[config.mk]
export PLATFORM = sky130hd
export DESIGN_NAME = fwd_hazard_unit_flat
export DESIGN_NICKNAME = d
export VERILOG_FILES = /design/src/rtl/fwd_hazard_unit_if.sv /design/src/rtl/fwd_hazard_unit.sv /design/src/flat_wrapper.sv
export SDC_FILE = /design/constraint.sdc
export NUM_CORES = 1
export LEC_CHECK = 0
export ABC_AREA = 1
export CELL_PAD_IN_SITES_DETAIL_PLACEMENT = 1
export CELL_PAD_IN_SITES_GLOBAL_PLACEMENT = 2
export CORE_ASPECT_RATIO = 0.6
export CORE_MARGIN = 2
export CORE_UTILIZATION = 30
export DETAILED_ROUTE_END_ITERATION = 10
export PLACE_DENSITY = 0.9
export SLEW_MARGIN = 5
export SYNTH_ARGS = -nofsm -noshare
export SYNTH_HDL_FRONTEND = slang
export SYNTH_SLANG_ARGS = --single-unit
[constraint.sdc]
create_clock -name clk -period 1.97 [get_ports clk]
set_input_delay 0.394 -clock clk [delete_from_list [all_inputs] [get_ports clk]]
set_output_delay 0.394 -clock clk [all_outputs]
set_load 0.01 [all_outputs]
[src/rtl/fwd_hazard_unit_if.sv]
// Operand-forwarding / hazard control bundle between the ID/EX pipeline control and fwd_hazard_unit.
// master: pipeline side, driving ID-stage fields, hold and ex_flush, and receiving the selects.
// slave: fwd_hazard_unit side, receiving the ID-stage fields and driving fwd_a/fwd_b, stall, bubble and stall_cnt.
interface fwd_hazard_unit_if #(
  parameter int REG_W = 5,
  parameter int CNT_W = 16
);
  logic             hold;
  logic             id_valid;
  logic [REG_W-1:0] id_rs;
  logic [REG_W-1:0] id_rt;
  logic             id_use_rs;
  logic             id_use_rt;
  logic [REG_W-1:0] id_wreg;
  logic             id_regwrite;
  logic             id_memread;
  logic             ex_flush;
  logic [1:0]       fwd_a;
  logic [1:0]       fwd_b;
  logic             stall;
  logic             bubble;
  logic [CNT_W-1:0] stall_cnt;

  modport master (
    output hold, id_valid, id_rs, id_rt, id_use_rs, id_use_rt,
           id_wreg, id_regwrite, id_memread, ex_flush,
    input  fwd_a, fwd_b, stall, bubble, stall_cnt
  );

  modport slave (
    input  hold, id_valid, id_rs, id_rt, id_use_rs, id_use_rt,
           id_wreg, id_regwrite, id_memread, ex_flush,
    output fwd_a, fwd_b, stall, bubble, stall_cnt
  );
endinterface

[src/rtl/fwd_hazard_unit.sv]
// Forwarding-select and load-use hazard control for the 5-stage pipeline, with a stall counter.
// Latency: fwd_a/fwd_b/stall/bubble are combinational from the shadow EX/MEM/WB state and the ID inputs.
// Backpressure: hold=1 freezes all state; stall requests a one-cycle PC/IF-ID freeze plus ID/EX bubble.
// Ports: clk, rst_n (async active-low); bus (slave) carries ID fields, hold, ex_flush in and
//        fwd_a/fwd_b (00 regfile, 01 MEM/WB, 10 EX/MEM), stall, bubble, stall_cnt out.
module fwd_hazard_unit #(
  parameter int REG_W = 5,
  parameter int CNT_W = 16
) (
  input  logic                clk,
  input  logic                rst_n,
  fwd_hazard_unit_if.slave    bus
);

  // Shadow of the destination/source info of the instructions in EX, MEM and WB.
  logic [REG_W-1:0] ex_rs, ex_rt, ex_wreg;
  logic             ex_regwrite, ex_memread;
  logic [REG_W-1:0] mem_wreg;
  logic             mem_regwrite;
  logic [REG_W-1:0] wb_wreg;
  logic             wb_regwrite;
  logic [CNT_W-1:0] stall_cnt_q;

  logic             mem_fwd_ok, wb_fwd_ok;
  logic             lu, stall_w, bubble_w;
  logic [1:0]       fwd_a_w, fwd_b_w;

  // A producer forwards only if it writes a real register; r0 is hardwired zero.
  assign mem_fwd_ok = mem_regwrite && (mem_wreg != '0);
  assign wb_fwd_ok  = wb_regwrite  && (wb_wreg  != '0);

  always_comb begin
    fwd_a_w = 2'b00;
    fwd_b_w = 2'b00;
    // EX/MEM is checked first so the youngest producer wins on a double match.
    if (mem_fwd_ok && (mem_wreg == ex_rs))      fwd_a_w = 2'b10;
    else if (wb_fwd_ok && (wb_wreg == ex_rs))   fwd_a_w = 2'b01;
    if (mem_fwd_ok && (mem_wreg == ex_rt))      fwd_b_w = 2'b10;
    else if (wb_fwd_ok && (wb_wreg == ex_rt))   fwd_b_w = 2'b01;
  end

  // Load in EX whose result the ID instruction needs: the value is not available until
  // the load reaches WB, so one bubble is enough to make it forwardable from MEM/WB.
  assign lu = bus.id_valid && ex_memread && ex_regwrite && (ex_wreg != '0) &&
              ((bus.id_use_rs && (bus.id_rs == ex_wreg)) ||
               (bus.id_use_rt && (bus.id_rt == ex_wreg)));

  // A taken branch squashes the dependent instruction, so no stall is needed then.
  assign stall_w  = lu && !bus.ex_flush;
  assign bubble_w = stall_w || bus.ex_flush;

  always_ff @(posedge clk or negedge rst_n) begin
    if (!rst_n) begin
      ex_rs        <= '0;
      ex_rt        <= '0;
      ex_wreg      <= '0;
      ex_regwrite  <= 1'b0;
      ex_memread   <= 1'b0;
      mem_wreg     <= '0;
      mem_regwrite <= 1'b0;
      wb_wreg      <= '0;
      wb_regwrite  <= 1'b0;
      stall_cnt_q  <= '0;
    end else if (!bus.hold) begin
      wb_wreg      <= mem_wreg;
      wb_regwrite  <= mem_regwrite;
      mem_wreg     <= ex_wreg;
      mem_regwrite <= ex_regwrite;
      if (bubble_w) begin
        ex_rs       <= '0;
        ex_rt       <= '0;
        ex_wreg     <= '0;
        ex_regwrite <= 1'b0;
        ex_memread  <= 1'b0;
      end else begin
        ex_rs       <= bus.id_rs;
        ex_rt       <= bus.id_rt;
        ex_wreg     <= bus.id_wreg;
        ex_regwrite <= bus.id_valid && bus.id_regwrite;
        ex_memread  <= bus.id_valid && bus.id_memread;
      end
      if (stall_w && (stall_cnt_q != {CNT_W{1'b1}})) begin
        stall_cnt_q <= stall_cnt_q + 1'b1;
      end
    end
  end

  assign bus.fwd_a     = fwd_a_w;
  assign bus.fwd_b     = fwd_b_w;
  assign bus.stall     = stall_w;
  assign bus.bubble    = bubble_w;
  assign bus.stall_cnt = stall_cnt_q;

endmodule

[src/flat_wrapper.sv]
// flat-port wrapper written by rule: the top's interface ports become plain ports
module fwd_hazard_unit_flat 
#(
  parameter int REG_W = 5,
  parameter int CNT_W = 16
)
  (clk, rst_n, bus_hold, bus_id_valid, bus_id_rs, bus_id_rt, bus_id_use_rs, bus_id_use_rt, bus_id_wreg, bus_id_regwrite, bus_id_memread, bus_ex_flush, bus_fwd_a, bus_fwd_b, bus_stall, bus_bubble, bus_stall_cnt);
  fwd_hazard_unit_if #(.REG_W(REG_W), .CNT_W(CNT_W)) bus_i ();
  input  logic clk;
  input  logic rst_n;
  input wire logic [$bits(bus_i.hold)-1:0] bus_hold;
  input wire logic [$bits(bus_i.id_valid)-1:0] bus_id_valid;
  input wire logic [$bits(bus_i.id_rs)-1:0] bus_id_rs;
  input wire logic [$bits(bus_i.id_rt)-1:0] bus_id_rt;
  input wire logic [$bits(bus_i.id_use_rs)-1:0] bus_id_use_rs;
  input wire logic [$bits(bus_i.id_use_rt)-1:0] bus_id_use_rt;
  input wire logic [$bits(bus_i.id_wreg)-1:0] bus_id_wreg;
  input wire logic [$bits(bus_i.id_regwrite)-1:0] bus_id_regwrite;
  input wire logic [$bits(bus_i.id_memread)-1:0] bus_id_memread;
  input wire logic [$bits(bus_i.ex_flush)-1:0] bus_ex_flush;
  output wire logic [$bits(bus_i.fwd_a)-1:0] bus_fwd_a;
  output wire logic [$bits(bus_i.fwd_b)-1:0] bus_fwd_b;
  output wire logic [$bits(bus_i.stall)-1:0] bus_stall;
  output wire logic [$bits(bus_i.bubble)-1:0] bus_bubble;
  output wire logic [$bits(bus_i.stall_cnt)-1:0] bus_stall_cnt;
  assign bus_i.hold = bus_hold;
  assign bus_i.id_valid = bus_id_valid;
  assign bus_i.id_rs = bus_id_rs;
  assign bus_i.id_rt = bus_id_rt;
  assign bus_i.id_use_rs = bus_id_use_rs;
  assign bus_i.id_use_rt = bus_id_use_rt;
  assign bus_i.id_wreg = bus_id_wreg;
  assign bus_i.id_regwrite = bus_id_regwrite;
  assign bus_i.id_memread = bus_id_memread;
  assign bus_i.ex_flush = bus_ex_flush;
  assign bus_fwd_a = bus_i.fwd_a;
  assign bus_fwd_b = bus_i.fwd_b;
  assign bus_stall = bus_i.stall;
  assign bus_bubble = bus_i.bubble;
  assign bus_stall_cnt = bus_i.stall_cnt;
  fwd_hazard_unit #(.REG_W(REG_W), .CNT_W(CNT_W)) u_core (.clk(clk), .rst_n(rst_n), .bus(bus_i));
endmodule
==> summary.txt <==
post-synthesis cell count - 377
CP required - 1.58 ns
antenna violations before repair - 0
Area Growth Syn to Fin - 39.3%
clk slew on worst S/H paths - 0.07 ns
Lkg Pwr - 2.01 nW
worst rel slew slack - 0.623
VDD IR-drop max - 279 µV
die area - 0.00984 mm²
CP Cell Sequence - inv_2, buf_6, nand4_1, o21ai_2, nor4_2, buf_4, nor3_2, buf_2
Final Instance Area - 0.00378 mm²
final hold violations - 0
cell row count - 26
DR DRC count - 0
Port-buffer cells - 45
Primary FF master, synth - dfrtp_1
clk buf depth - 2
status - finished with violations
violations in the final reports - negative setup slack
width of the die - 127 µm
CTS Root Cell - clkbuf_16
Hold Crit Class - in -> async
CTS tree - yes
initial drt markers - 123
Tmin final - 2.09 ns
Distinct cells, synth - 26
Max Transition Viols Final - 0
Post-DP HPWL - 6600 µm
syn avg cell area - 7.19 µm²
critical path's slowest cell - dfrtp_1
Worst path top cell family by delay - buffers and inverters
pwr/cell area - 621 mW/mm²
Critical Path AT - 1.70 ns
Die Ht - 77.6 µm
final clock skew - 0.0119 ns
number of global-route vias before repair - 2823
most common library cells after synthesis - nand2_1 (110), inv_1 (67), dfrtp_1 (45), nand3_1 (31), nor2_1 (27)
# clock sinks - 45
CTS Buf Count - 5
Final Setup Violations - 4
Yosys warnings - 0
iteration count of the initial detailed-routing pass - 4
GR Overflow Total - 0
Area contributors post-synth - dfrtp_1 (42%), nand2_1 (15%), inv_1 (9.3%), nand3_1 (5.7%), o21bai_1 (4.4%)
FF+latch area - 0.00113 mm²
syn_nets - 402
# fillers - 1113
final WL - 8580 µm
drt wl/cell - 14.8 µm
register area share after synthesis - 0.415
worst slew pin tran - 0.565 ns
NumNets Final - 491
layout cells sized above 1 - 0.176
critical path fanouts, max - 2
Final Cycle Share - 1.06
CP bufs+invs - 4
top cell type's share of synthesized area - 0.415
CP Capture Type - output port
DR vias - 2731
DRT antenna net count - 0
Worst R2R Setup Slack - 0.22 ns
Crit Path Category - reg -> out
RSZ-0062 raised after global routing - true
most common cell in the netlist - nand2_1
Max-cap violations - 0
CP startpoint kind - flip-flop
Initial Util - 0.313
Post-synth EDFFs - 0
Setup WS pre-CTS - -0.506 ns
Syn Std Cell Area - 0.00271 mm²
Max H-tree Level - 2
number of inserted diodes - 0
GRT Util Overall - 0.186
setup tns final - -0.312 ns
Placer Congestion - 0.818
leading area contributor after synthesis - dfrtp_1
Worst Slack Setup Final - -0.121 ns
Fmax - 478 MHz
placed cell area - 0.00359 mm²
Multi-input gate area - 0.00131 mm²
async set or reset register ratio after synthesis - 1.00
Vias/cell - 4.72
largest net degree at the start of global routing - 38
Max stage delay on crit path - 0.39 ns
I/O pins - 46
first-pass GRT wire length - 14400 µm
Clk Latency, worst-skew pair - 0.30 ns
core footprint - 0.00865 mm²
register bit total from synthesis - 45
## sequential cells by signal, indices dropped and copies added, names as in the netlist
signal,count
u_core.bus.stall_cnt,16
u_core.ex_rs,5
u_core.ex_rt,5
u_core.ex_wreg,5
u_core.mem_wreg,5
u_core.wb_wreg,5
u_core.ex_memread,1
u_core.ex_regwrite,1
u_core.mem_regwrite,1
u_core.wb_regwrite,1
## report_power, final
group | switching [mW] | internal, mW
Sequential | 0.0537 | 0.977
Combinational | 0.240 | 0.211
Clock | 0.393 | 0.472
## layout by cell type (no fill, tap or decap), types with 2 or more instances in the layout
master | Yosys | layout
buf_12 | 0 | 2
buf_2 | 2 | 5
buf_4 | 0 | 41
buf_6 | 0 | 5
clkbuf_16 | 0 | 5
clkdlybuf4s50_1 | 0 | 27
clkinvlp_4 | 0 | 2
dfrtp_1 | 45 | 43
dfrtp_2 | 0 | 2
dlygate4sd2_1 | 0 | 11
inv_1 | 67 | 63
inv_2 | 3 | 7
nand2_1 | 110 | 109
nand2_2 | 2 | 3
nand3_1 | 31 | 31
nand4_1 | 10 | 10
nor2_1 | 27 | 27
nor3_1 | 4 | 2
nor3_2 | 0 | 2
nor4_2 | 0 | 2
o21ai_0 | 16 | 14
o21bai_1 | 16 | 16
o22ai_1 | 14 | 14
xnor2_1 | 3 | 3
xor2_1 | 11 | 11
## per-stage QoR
step | power, mW | cells | util | hold WS, ns
CTS | 2.37 | 579 | 0.435 | 0.108
global placement | 1.47 | 567 | 0.415 | 0.413
global route | 2.46 | 579 | 0.436 | 0.119
detailed placement | 1.48 | 567 | 0.415 | 0.428
floorplan | 1.25 | 377 | - | 0.0984
finish | 2.35 | 579 | 0.436 | 0.0831
## per-layer routing
layer / vias up / global-route usage / part of all wire
met5: - / 0 / 0
met4: 0 / 0.0473 / 0.010
met3: 8 / 0.0338 / 0.026
met2: 34 / 0.278 / 0.42
met1: 1311 / 0.277 / 0.54
li1: 1378 / - / -
## kinds of logic (layout without fill, tap and decap cells)
group	after synthesis	count (layout)	share of synthesized area
AOI/OAI and AO/OA	47	47	0.109
xor gates and xnor gates	14	14	0.0452
adders and majority gates	1	1	0.00461
buffers and inverters	79	169	0.114
DFF	45	45	0.415
and+or+nand+nor	191	191	0.311
## repair_timing
item	in CTS	in global routing
pin swaps	7	6
hold buffers	0	0
setup endpoints to repair	6	6
setup buffers	4	0
gates resized for setup	48	6
## layout make-up
class | instances | share of cell area
Clock buffer | 6 | 0.0341
Clock inverter | 2 | 0.00398
Inverter | 70 | 0.0696
Multi-Input combinational cell | 253 | 0.346
Sequential cell | 45 | 0.299
Tap cell | 112 | 0.0371
Timing Repair Buffer | 91 | 0.211
## worst paths after layout
path	from	to	cells past startpoint
hold / removal	rst_n	u_core.bus.stall_cnt[4]$_DFFE_PN0P_	1
setup / recovery	u_core.mem_wreg[0]$_DFFE_PN0N_	bus_fwd_b[0]	8
max in group asynchronous	rst_n	u_core.ex_rs[0]$_DFFE_PN0N_	2
hold reg to reg	u_core.wb_regwrite$_DFFE_PN0N_	u_core.wb_regwrite$_DFFE_PN0N_	2
min in group clk	u_core.wb_regwrite$_DFFE_PN0N_	u_core.wb_regwrite$_DFFE_PN0N_	2
setup reg to reg	u_core.bus.stall_cnt[0]$_DFFE_PN0P_	u_core.bus.stall_cnt[10]$_DFFE_PN0P_	10
(Power assumes the default switching activity.)
